## src/rtl/uart_arb_pkg.sv

```systemverilog
// Shared types and helpers for the uart_tx arbiter.
//   arb_state_t : arbiter FSM states
//   CNT_W       : width of the completed-byte counter
//   MAX_REQ     : widest requester vector rr_next() accepts
//   rr_next()   : round-robin successor, first held index after 'last' modulo n_req
package uart_arb_pkg;

    typedef enum logic [2:0] {
        IDLE      = 3'd0,
        ISSUE     = 3'd1,
        WAIT_BUSY = 3'd2,
        WAIT_DONE = 3'd3,
        GAP       = 3'd4
    } arb_state_t;

    localparam int CNT_W   = 16;
    localparam int MAX_REQ = 32;

    // Returns 'last' unchanged when nothing is held.
    function automatic int unsigned rr_next(input logic [MAX_REQ-1:0] held,
                                            input int unsigned        last,
                                            input int unsigned        n_req);
        int unsigned idx;
        for (int unsigned k = 1; k <= n_req; k++) begin
            idx = (last + k) % n_req;
            if (held[idx[4:0]]) return idx;
        end
        return last;
    endfunction

endpackage

```

## src/rtl/rr_priority_pick.sv

```systemverilog
// Combinational choice of the next requester to serve.
//   held_i : occupied hold slots
//   last_i : requester served last (round-robin pointer)
//   pick_o : index to grant; slot 0 overrides when PRIO0 is set
//   any_o  : at least one slot is occupied
module rr_priority_pick
    import uart_arb_pkg::*;
#(
    parameter int N_REQ = 3,
    parameter int PRIO0 = 1,
    localparam int ID_W = (N_REQ > 1) ? $clog2(N_REQ) : 1
) (
    input  logic [N_REQ-1:0] held_i,
    input  logic [ID_W-1:0]  last_i,
    output logic [ID_W-1:0]  pick_o,
    output logic             any_o
);

    logic [ID_W-1:0] idx;
    logic            found;

    always_comb begin
        pick_o = last_i;
        found  = 1'b0;
        idx    = '0;
        // Scan starting one past the last grant so the last winner goes to the back.
        for (int k = 1; k <= N_REQ; k++) begin
            idx = ID_W'((int'(last_i) + k) % N_REQ);
            if (!found && held_i[idx]) begin
                pick_o = idx;
                found  = 1'b1;
            end
        end
        if (PRIO0 != 0 && held_i[0]) begin
            pick_o = '0;
        end
        any_o = |held_i;
    end

endmodule

```

## src/rtl/uart_tx_arbiter.sv

```systemverilog
// Shares one uart_tx serialiser between N_REQ byte requesters. Each requester
// owns a single-byte hold slot; the arbiter grants the link by fixed priority
// (slot 0) and/or round robin, then walks the byte through uart_tx's
// valid / tx_ready handshake, with an optional inter-byte gap and a sticky
// flag for a serialiser that never went busy.
//   clk, reset   : system clock, asynchronous active-high reset
//   req_valid    : requester i offers req_data[i*DATA_W +: DATA_W]
//   req_ready    : slot i empty; byte taken on valid & ready
//   uart_data    : byte presented to uart_tx
//   uart_valid   : one-cycle start pulse to uart_tx
//   uart_ready   : uart_tx idle
//   grant_id     : requester currently or last served
//   busy         : FSM away from IDLE
//   timeout_err  : sticky, uart_tx never dropped ready after a pulse
//   sent_count   : bytes completed, wraps
//
// state     | meaning
// IDLE      | waiting for a held byte and an idle serialiser
// ISSUE     | uart_valid high for this single cycle, slot released
// WAIT_BUSY | waiting for uart_ready to fall, bounded by BUSY_TIMEOUT
// WAIT_DONE | frame on the wire, waiting for uart_ready to rise
// GAP       | GAP_CYCLES idle cycles before the next grant
module uart_tx_arbiter
    import uart_arb_pkg::*;
#(
    parameter int N_REQ        = 3,
    parameter int DATA_W       = 8,
    parameter int PRIO0        = 1,
    parameter int GAP_CYCLES   = 0,
    parameter int BUSY_TIMEOUT = 64,
    localparam int ID_W        = (N_REQ > 1) ? $clog2(N_REQ) : 1
) (
    input  logic                    clk,
    input  logic                    reset,
    input  logic [N_REQ-1:0]        req_valid,
    input  logic [N_REQ*DATA_W-1:0] req_data,
    output logic [N_REQ-1:0]        req_ready,
    output logic [DATA_W-1:0]       uart_data,
    output logic                    uart_valid,
    input  logic                    uart_ready,
    output logic [ID_W-1:0]         grant_id,
    output logic                    busy,
    output logic                    timeout_err,
    output logic [CNT_W-1:0]        sent_count
);

    localparam int TMR_MAX  = (BUSY_TIMEOUT > GAP_CYCLES) ? BUSY_TIMEOUT : GAP_CYCLES;
    localparam int TMR_W    = $clog2(TMR_MAX + 1);
    localparam int GAP_LOAD = (GAP_CYCLES > 0) ? GAP_CYCLES - 1 : 0;
    // With no gap configured the byte's end goes straight back to IDLE.
    localparam arb_state_t POST_STATE = (GAP_CYCLES == 0) ? IDLE : GAP;

    arb_state_t          state_q, state_d;
    logic [N_REQ-1:0]    held_q, held_d;
    logic [DATA_W-1:0]   slot_q [N_REQ];
    logic [DATA_W-1:0]   uart_data_q, uart_data_d;
    logic [ID_W-1:0]     grant_q, grant_d;
    logic [TMR_W-1:0]    timer_q, timer_d;
    logic                timeout_q, timeout_d;
    logic [CNT_W-1:0]    sent_q, sent_d;
    logic [N_REQ-1:0]    load;
    logic [ID_W-1:0]     pick_id;
    logic                pick_any;

    assign req_ready = ~held_q;
    assign load      = req_valid & req_ready;

    rr_priority_pick #(
        .N_REQ (N_REQ),
        .PRIO0 (PRIO0)
    ) u_pick (
        .held_i (held_q),
        .last_i (grant_q),
        .pick_o (pick_id),
        .any_o  (pick_any)
    );

    // The granted slot stays held through ISSUE, so a load can never collide
    // with its release; the requester may refill it the following cycle.
    always_comb begin
        held_d = held_q | load;
        if (state_q == ISSUE) begin
            held_d[grant_q] = 1'b0;
        end
    end

    always_comb begin
        state_d     = state_q;
        uart_data_d = uart_data_q;
        grant_d     = grant_q;
        timer_d     = timer_q;
        timeout_d   = timeout_q;
        sent_d      = sent_q;
        uart_valid  = 1'b0;
        unique case (state_q)
            IDLE: begin
                if (pick_any && uart_ready) begin
                    grant_d     = pick_id;
                    uart_data_d = slot_q[pick_id];
                    state_d     = ISSUE;
                end
            end
            ISSUE: begin
                uart_valid = 1'b1;
                timer_d    = TMR_W'(BUSY_TIMEOUT - 1);
                state_d    = WAIT_BUSY;
            end
            WAIT_BUSY: begin
                if (!uart_ready) begin
                    state_d = WAIT_DONE;
                end else if (timer_q == '0) begin
                    // Serialiser ignored the pulse: drop the byte, keep going.
                    timeout_d = 1'b1;
                    timer_d   = TMR_W'(GAP_LOAD);
                    state_d   = POST_STATE;
                end else begin
                    timer_d = timer_q - 1'b1;
                end
            end
            WAIT_DONE: begin
                if (uart_ready) begin
                    sent_d  = sent_q + CNT_W'(1);
                    timer_d = TMR_W'(GAP_LOAD);
                    state_d = POST_STATE;
                end
            end
            GAP: begin
                if (timer_q == '0) begin
                    state_d = IDLE;
                end else begin
                    timer_d = timer_q - 1'b1;
                end
            end
            default: state_d = IDLE;
        endcase
    end

    always_ff @(posedge clk or posedge reset) begin
        if (reset) begin
            state_q     <= IDLE;
            held_q      <= '0;
            uart_data_q <= '0;
            grant_q     <= ID_W'(N_REQ - 1);
            timer_q     <= '0;
            timeout_q   <= 1'b0;
            sent_q      <= '0;
            for (int i = 0; i < N_REQ; i++) begin
                slot_q[i] <= '0;
            end
        end else begin
            state_q     <= state_d;
            held_q      <= held_d;
            uart_data_q <= uart_data_d;
            grant_q     <= grant_d;
            timer_q     <= timer_d;
            timeout_q   <= timeout_d;
            sent_q      <= sent_d;
            for (int i = 0; i < N_REQ; i++) begin
                if (load[i]) begin
                    slot_q[i] <= req_data[i*DATA_W +: DATA_W];
                end
            end
        end
    end

    assign uart_data   = uart_data_q;
    assign grant_id    = grant_q;
    assign busy        = (state_q != IDLE);
    assign timeout_err = timeout_q;
    assign sent_count  = sent_q;

endmodule

```

## config.mk

```make
export PLATFORM = sky130hd
export DESIGN_NAME = uart_tx_arbiter
export DESIGN_NICKNAME = d
export VERILOG_FILES = /design/src/rtl/uart_arb_pkg.sv /design/src/rtl/rr_priority_pick.sv /design/src/rtl/uart_tx_arbiter.sv
export SDC_FILE = /design/constraint.sdc
export NUM_CORES = 1
export LEC_CHECK = 0
export ABC_AREA = 0
export BUFFER_PORTS_ARGS = -buffer_cell sky130_fd_sc_hd__buf_2
export CAP_MARGIN = 30
export CORE_MARGIN = 2
export CORE_UTILIZATION = 51
export CTS_BUF_LIST = sky130_fd_sc_hd__clkbuf_8
export DETAILED_ROUTE_END_ITERATION = 8
export GPL_TIMING_DRIVEN = 1
export PLACE_DENSITY = 0.78
export SLEW_MARGIN = 20
export SYNTH_ARGS = -nofsm -noshare
export SYNTH_HDL_FRONTEND = slang
export SYNTH_HIERARCHICAL = 1
export SYNTH_SLANG_ARGS = --single-unit
```

## constraint.sdc

```tcl
create_clock -name clk -period 2.05 [get_ports clk]
set_input_delay 0.205 -clock clk [delete_from_list [all_inputs] [get_ports clk]]
set_output_delay 0.205 -clock clk [all_outputs]
set_load 0.03 [all_outputs]
```

Word level (Yosys, flattened, before mapping)
Index checks and enable logic that the tools add are counted.
{ "op_classes": {"addsub": 5, "n_mul": 0, "div": 3, "n_lt_le_gt_ge": 6, "eq_ne": 8, "shifts": 0, "mux": 29, "n_bitwise": 6, "n_reduce_logical": 16} }
{ "ops": {"columns": ["op", "count"], "rows": [
  ["32-bit by 3-bit remainder unit with 32-bit output, second input constant", 3],
  ["7-bit two-way mux", 4],
  ["7-bit case mux with 4 select lines", 1],
  ["16-bit by 1-bit adder with 16-bit output, second input constant", 1],
  ["8-bit binary-select mux with 2-bit select", 1],
  ["8-bit two-way mux", 2],
  ["3-bit two-way mux", 5],
  ["3-bit case mux with 5 select lines", 1],
  ["2-bit by 3-bit < comparator with 1-bit output, second input constant", 4],
  ["2-bit two-way mux", 4],
  ["2-bit != test, second input constant", 4],
  ["7-bit zero test", 1],
  ["1-bit two-way mux", 7],
  ["7-bit by 1-bit subtractor with 7-bit output, second input constant", 1],
  ["2-bit by 2-bit adder with 3-bit output, second input constant", 2],
  ["3-bit bitwise AND", 2],
  ["1-bit binary-select mux with 2-bit select", 3],
  ["3-bit by 2-bit == test with 1-bit output, second input constant", 2],
  ["3-bit NOT", 2],
  ["2-bit AND reduction", 3],
  ["1-bit logical AND", 4],
  ["4-bit AND reduction", 1],
  ["4-bit nonzero test", 1],
  ["2-bit by 1-bit adder with 3-bit output, second input constant", 1],
  ["12 further kinds", 13]
]} }
{ "totals": {"register_bits": 64, "latch_bits": 0, "mem_bits_rw": 0, "mem_bits_ro": 0, "in_bits": 30, "word_cells": 83, "memories": 0} }

Logic depth before layout (Yosys ltp)
{ "logic_depth": {"ltp_word": 16, "ltp_mapped": 11, "ltp_nobuf": 9} }

Cells and area by module
Netlist, hierarchy kept.
{ "modules_own_cells": {"columns": ["mod", "instances", "cells_each", "area_each_um2", "seq_area_each_um2"], "rows": [
  ["uart_tx_arbiter", 1, 258, 2941.6, 1602.8],
  ["rr_priority_pick", 1, 24, 191.4, 0.0]
]} }

Worst setup path after synthesis
OpenSTA, ideal clock, no wires.
{ "synth_timing": {"kind": "reg-to-reg", "from": "register grant_q[0] (netlist: grant_id[0])", "to": "register uart_data_q[7] (netlist: uart_data[7])", "setup_ns": 0.083, "arrival_time_ns": 2.306, "setup_slack_ns": -0.339, "stages_incl_launch_ff": 11, "period_less_slack_ns": 2.389, "cell_sequence": "dfrtp_1 > inv_1 > ha_1 > buf_6 > mux2i_1 > o22ai_1 > o311a_1 > buf_2 > mux2i_1 > o22a_1 > o21ai_0"} }
{ "synth_via": {"elab_chain_cells": 16, "elab_cells_between_ends": 26, "classes_between": "add/sub: 3; div: 3; mux: 15; bitwise: 1; reduce/logical: 4"} }
{ "synth_rtl": {"columns": ["element", "line", "source"], "rows": [
  ["start, declared", "uart_tx_arbiter.sv:57", "logic [ID_W-1:0] grant_q, grant_d;"],
  ["start signal, assigned", "uart_tx_arbiter.sv:143", "grant_q <= ID_W'(N_REQ - 1);"],
  ["start signal, assigned", "uart_tx_arbiter.sv:154", "grant_q <= grant_d;"],
  ["2-bit by 1-bit adder with 3-bit output", "rr_priority_pick.sv:28", "idx = ID_W'((int'(last_i) + k) % N_REQ);"],
  ["32-bit by 3-bit remainder unit with 32-bit output", "rr_priority_pick.sv:28", null],
  ["1-bit binary-select mux with 2-bit select", "rr_priority_pick.sv:29", "if (!found && held_i[idx]) begin"],
  ["1-bit two-way mux (not written as such)", "rr_priority_pick.sv:29", null],
  ["1-bit two-way mux", "rr_priority_pick.sv:29", null],
  ["1-bit zero test", "rr_priority_pick.sv:29", null],
  ["1-bit logical AND", "rr_priority_pick.sv:29", null],
  ["1-bit two-way mux", "rr_priority_pick.sv:29", null],
  ["1-bit zero test", "rr_priority_pick.sv:29", null],
  ["1-bit logical AND", "rr_priority_pick.sv:29", null],
  ["2-bit two-way mux (*)", "rr_priority_pick.sv:29", null],
  ["2-bit two-way mux (*)", "rr_priority_pick.sv:34", "if (PRIO0 != 0 && held_i[0]) begin"],
  ["named net pick_id[0]", "uart_tx_arbiter.sv:62", "logic [ID_W-1:0] pick_id;"],
  ["2-bit NOT with 3-bit output (not written as such) (*)", "uart_tx_arbiter.sv:99", "uart_data_d = slot_q[pick_id];"],
  ["8-bit binary-select mux with 2-bit select (*)", "uart_tx_arbiter.sv:99", null],
  ["8-bit two-way mux (not written as such) (*) (2 in a row)", "uart_tx_arbiter.sv:99", null],
  ["end signal, assigned", "uart_tx_arbiter.sv:153", "uart_data_q <= uart_data_d;"],
  ["end, declared", "uart_tx_arbiter.sv:56", "logic [DATA_W-1:0] uart_data_q, uart_data_d;"]
]} }
The timed path passes the listed nets; every way through them passes the cells marked *. The select of a mux whose other input is x is not followed.
A chain may end at the register's enable or synchronous reset.

Worst setup path in the final report
{ "layout_timing": {"from": "register grant_q[1] (netlist: grant_id[1])", "to": "register uart_data_q[2] (netlist: uart_data[2])"} }
Same word-level chain as after synthesis.

==> load_flow_metrics.sql <==
INSERT INTO impl_metrics (metric_group, metric, value, unit) VALUES
('outcome', 'status', 'finished with violations', ''),
('outcome', 'violations', 'negative setup slack', ''),
('drt', 'drt_drc_violations_left', '0', ''),
('critical_path', 'startpoint_to_endpoint_class_of_the_critical_path', 'reg -> reg', ''),
('clock_network', 'cts.reportedPaths.clkPinSlew', '70', 'ps'),
('synthesis', 'yosysUniqueCellTypes', '55', ''),
('power_and_ir_drop', 'power_density_normalized_to_cell_area', '1528', 'mW/mm^2'),
('synthesis', 'ys_dominant_reg_cell', 'sky130_fd_sc_hd__dfrtp_1', ''),
('critical_path', 'r2r_start', 'grant_id[1]', ''),
('drt', 'dr_total_vias', '2416', ''),
('floorplan', 'top_level_ports', '62', ''),
('synthesis', 'synthCells', '282', ''),
('sta', 'fmax', '0.4497', 'GHz'),
('critical_path', 'r2r_setup_slack', '-170', 'ps'),
('placed_design', 'gpl.final_weighted_congestion', '0.8106', ''),
('drt', 'finalWirelength', '6629', 'microns'),
('placed_design', 'detailed_place_hpwl', '4787', 'microns'),
('sta', 'worst_clock_skew', '10.28', 'ps'),
('final_layout', 'num-nets-final', '396', ''),
('clock_network', 'clkLatencyLatePin', '340', 'ps'),
('synthesis', 'synth_area_leaders', 'sky130_fd_sc_hd__dfrtp_1 (50%), sky130_fd_sc_hd__mux2_2 (9.3%), sky130_fd_sc_hd__xnor2_1 (3.4%)', ''),
('synthesis', 'asyncSetResetFlopFracSynth', '100.0', '%'),
('synthesis', 'post_synth_instance_area', '0.003133', 'sq mm'),
('placed_design', 'buffer_ports.inserted', '61', ''),
('final_layout', 'insertedDiodeCount', '0', ''),
('drt', 'dr_vias_cell', '5.466', ''),
('global_route', 'wire_length_of_the_first_global_routing_pass', '10370', 'microns'),
('synthesis', 'synth.cells.most_frequent', 'sky130_fd_sc_hd__dfrtp_1 (63), sky130_fd_sc_hd__mux2_2 (26), sky130_fd_sc_hd__nand2_1 (23), sky130_fd_sc_hd__nor2_1 (17), sky130_fd_sc_hd__inv_1 (13)', ''),
('clock_network', 'cts_buffer_depth', '2', ''),
('synthesis', 'yosys.cell_count.top_type', 'sky130_fd_sc_hd__dfrtp_1', ''),
('final_layout', 'area_growth', '25.32', '%'),
('critical_path', 'worst_setup_path_end_kind', 'flop', ''),
('floorplan', 'die_wd', '82.38', 'microns'),
('synthesis', 'post-synth-top-area-fraction', '50.32', '%'),
('floorplan', 'core_area', '0.005921', 'sq mm'),
('global_route', 'grt.total_usage', '20.40', '%'),
('sta', 'slew_headroom', '67.02', '%'),
('critical_path', 'timing.reg2reg.worst_path_depth', '10', ''),
('synthesis', 'synth.ff_latch_count', '64', ''),
('final_layout', 'drive_above_1_share', '38.96', '%'),
('sta', 'finalWorstSetupSlack', '-173.6', 'ps'),
('synthesis', 'largest_area_contributor_in_the_netlist', 'sky130_fd_sc_hd__dfrtp_1', ''),
('synthesis', 'postSynthNetCount', '316', ''),
('floorplan', 'initial_utilization', '52.92', '%'),
('power_and_ir_drop', 'clkPwrFrac', '18.3', '%'),
('final_layout', 'design_area', '0.003926', 'sq mm'),
('power_and_ir_drop', 'cell_internal_pwr', '0.003663', 'W'),
('sta', 'fin_worst_hold_slack', '96.15', 'ps'),
('sta', 'drv_slew', '0', ''),
('sta', 'worst_slew_pin_slew', '494.7', 'ps'),
('final_layout', 'finish.cell_count_without_fillers', '442', ''),
('final_layout', 'fillerInstances', '466', ''),
('critical_path', 'setup.worst_path.start', 'grant_id[1]', ''),
('power_and_ir_drop', 'ir_drop', '0.8827', 'mV'),
('sta', 'finalWorstPathRequiredPeriod', '2224', 'ps'),
('synthesis', 'synth_sequential_area_ratio', '51.16', '%'),
('sta', 'grt_setup_unrepaired', 'true', ''),
('synthesis', 'edff_count_synth', '0', ''),
('drt', 'firstDrtPassIters', '5', ''),
('clock_network', 'clock-root-buffer', 'sky130_fd_sc_hd__clkbuf_8', ''),
('global_route', 'first_global_vias', '2214', ''),
('clock_network', 'tritoncts_num_sinks', '64', ''),
('placed_design', 'dpl.cell_count', '423', ''),
('synthesis', 'avgSynthCellArea', '11.11', 'sq um'),
('sta', 'timing_hold_violations_final', '0', ''),
('placed_design', 'dpl_cell_area', '0.003643', 'sq mm'),
('clock_network', 'cts.htree.levels', '3', ''),
('sta', 'setup_viol_count_final', '9', ''),
('critical_path', 'cp-endpoint', 'uart_data[2]', ''),
('global_route', 'largest_net_degree_at_the_start_of_global_routing', '27', ''),
('power_and_ir_drop', 'leakagePower', '1.903', 'nW');
## logic make-up (layout without fill, tap and decap cells)
kind of cell | after synthesis | after routing | share of synthesized area [%]
compound gates | 49 | 49 | 11.38
fa+ha+maj | 4 | 4 | 1.598
flops | 64 | 64 | 51.16
xor+xnor | 15 | 15 | 4.193
mux | 36 | 36 | 12.54
simple gates | 89 | 89 | 15.46
buf+inv | 25 | 110 | 3.674
## area by class of cell
cell class | instances | area, sq um | share of cell area, %
clock buffers | 11 | 151.4 | 3.856
clock inverters | 5 | 56.30 | 1.434
inverters | 13 | 48.80 | 1.243
multi-input cells | 193 | 1470 | 37.44
flip-flops and latches | 64 | 1605 | 40.89
well taps | 75 | 93.84 | 2.390
repair buffers | 81 | 500.5 | 12.75
## cell usage in the layout, fill, tap and decap left out, drive strengths merged, types with 2 or more instances in the layout
cell,count
a32oi,3
or3b,3
and3,3
inv,14
or3,3
nand2,24
mux2i,10
o311a,2
nor2,17
or2,3
a22oi,2
clkbuf,12
nor3,7
a21oi,12
o21ai,10
ha,4
a21o,4
buf,79
xor2,3
clkinv,3
xnor2,12
nor2b,5
nand3,10
nand4,3
mux2,26
nand4b,2
o32a,2
nand2b,4
dfrtp,63
## power by group through the flow
stage | Sequential [W] | Combinational, W | Clock, W
floorplan | 0.00233 | 0.00170 | 0
global placement | 0.00212 | 0.00248 | 0
detailed placement | 0.00215 | 0.00259 | 0
CTS | 0.00212 | 0.00266 | 0.00113
global route | 0.00219 | 0.00301 | 0.00119
finish | 0.00213 | 0.00278 | 0.00110
## timing repair
| item | in CTS | in global routing |
|---|---|---|
| endpoints found under the hold margin | 14 | 0 |
| pin swaps | 1 | 2 |
| hold buffers | 1 | 0 |
| gates resized for setup | 3 | 5 |
| buffers inserted | 1 | 0 |
| gates cloned | 0 | 1 |
| endpoints found under the setup margin | 8 | 10 |
## worst min-delay path by stage
stage / startpoint / slack [ps] / endpoint / cells past startpoint
after floorplan: req_valid[0] / 340 / held_q[0] / 1
after global placement: reset / 200 / slot_q[19] / 2
after detailed placement: reset / 200 / slot_q[12] / 2
after CTS: req_data[16] / 90 / slot_q[0] / 2
after global routing: req_data[1] / 80 / slot_q[17] / 2
final: req_data[16] / 100 / slot_q[0] / 2
## per-layer routing
| metal | routed length (microns) | vias up | global-route usage (%) |
|---|---|---|---|
| met5 | 0 | - | 0 |
| met4 | 116 | 0 | 5.667 |
| met3 | 317 | 11 | 6.739 |
| met2 | 3298 | 60 | 33.63 |
| met1 | 2897 | 1183 | 25.71 |
| li1 | - | 1162 | - |
## critical path, cell delays in order (launching register included)
cell and delay, ps:
sky130_fd_sc_hd__dfstp_2 580, sky130_fd_sc_hd__inv_2 60, sky130_fd_sc_hd__ha_4 170, sky130_fd_sc_hd__mux2i_1 120
sky130_fd_sc_hd__o22ai_1 330, sky130_fd_sc_hd__o311a_4 260, sky130_fd_sc_hd__buf_12 130, sky130_fd_sc_hd__mux2i_1 180
sky130_fd_sc_hd__nor2_1 70, sky130_fd_sc_hd__a21oi_2 120, sky130_fd_sc_hd__o21ai_1 90
## state kept, by name, indices dropped and copies added, names as in the netlist
signal	flops
slot_q	24
sent_count	16
uart_data	8
timer_q	7
held_q	3
state_q	3
grant_id	2
timeout_err	1
## per-stage QoR
stage | setup slack [ps] | utilization, %
floorplan | -186.1 | -
global placement | -70.23 | 61.54
detailed placement | -115.5 | 61.54
CTS | -176.6 | 65.51
global route | -319.2 | 66.31
finish | -173.6 | 66.31
Power figures use the tool's default switching activity.
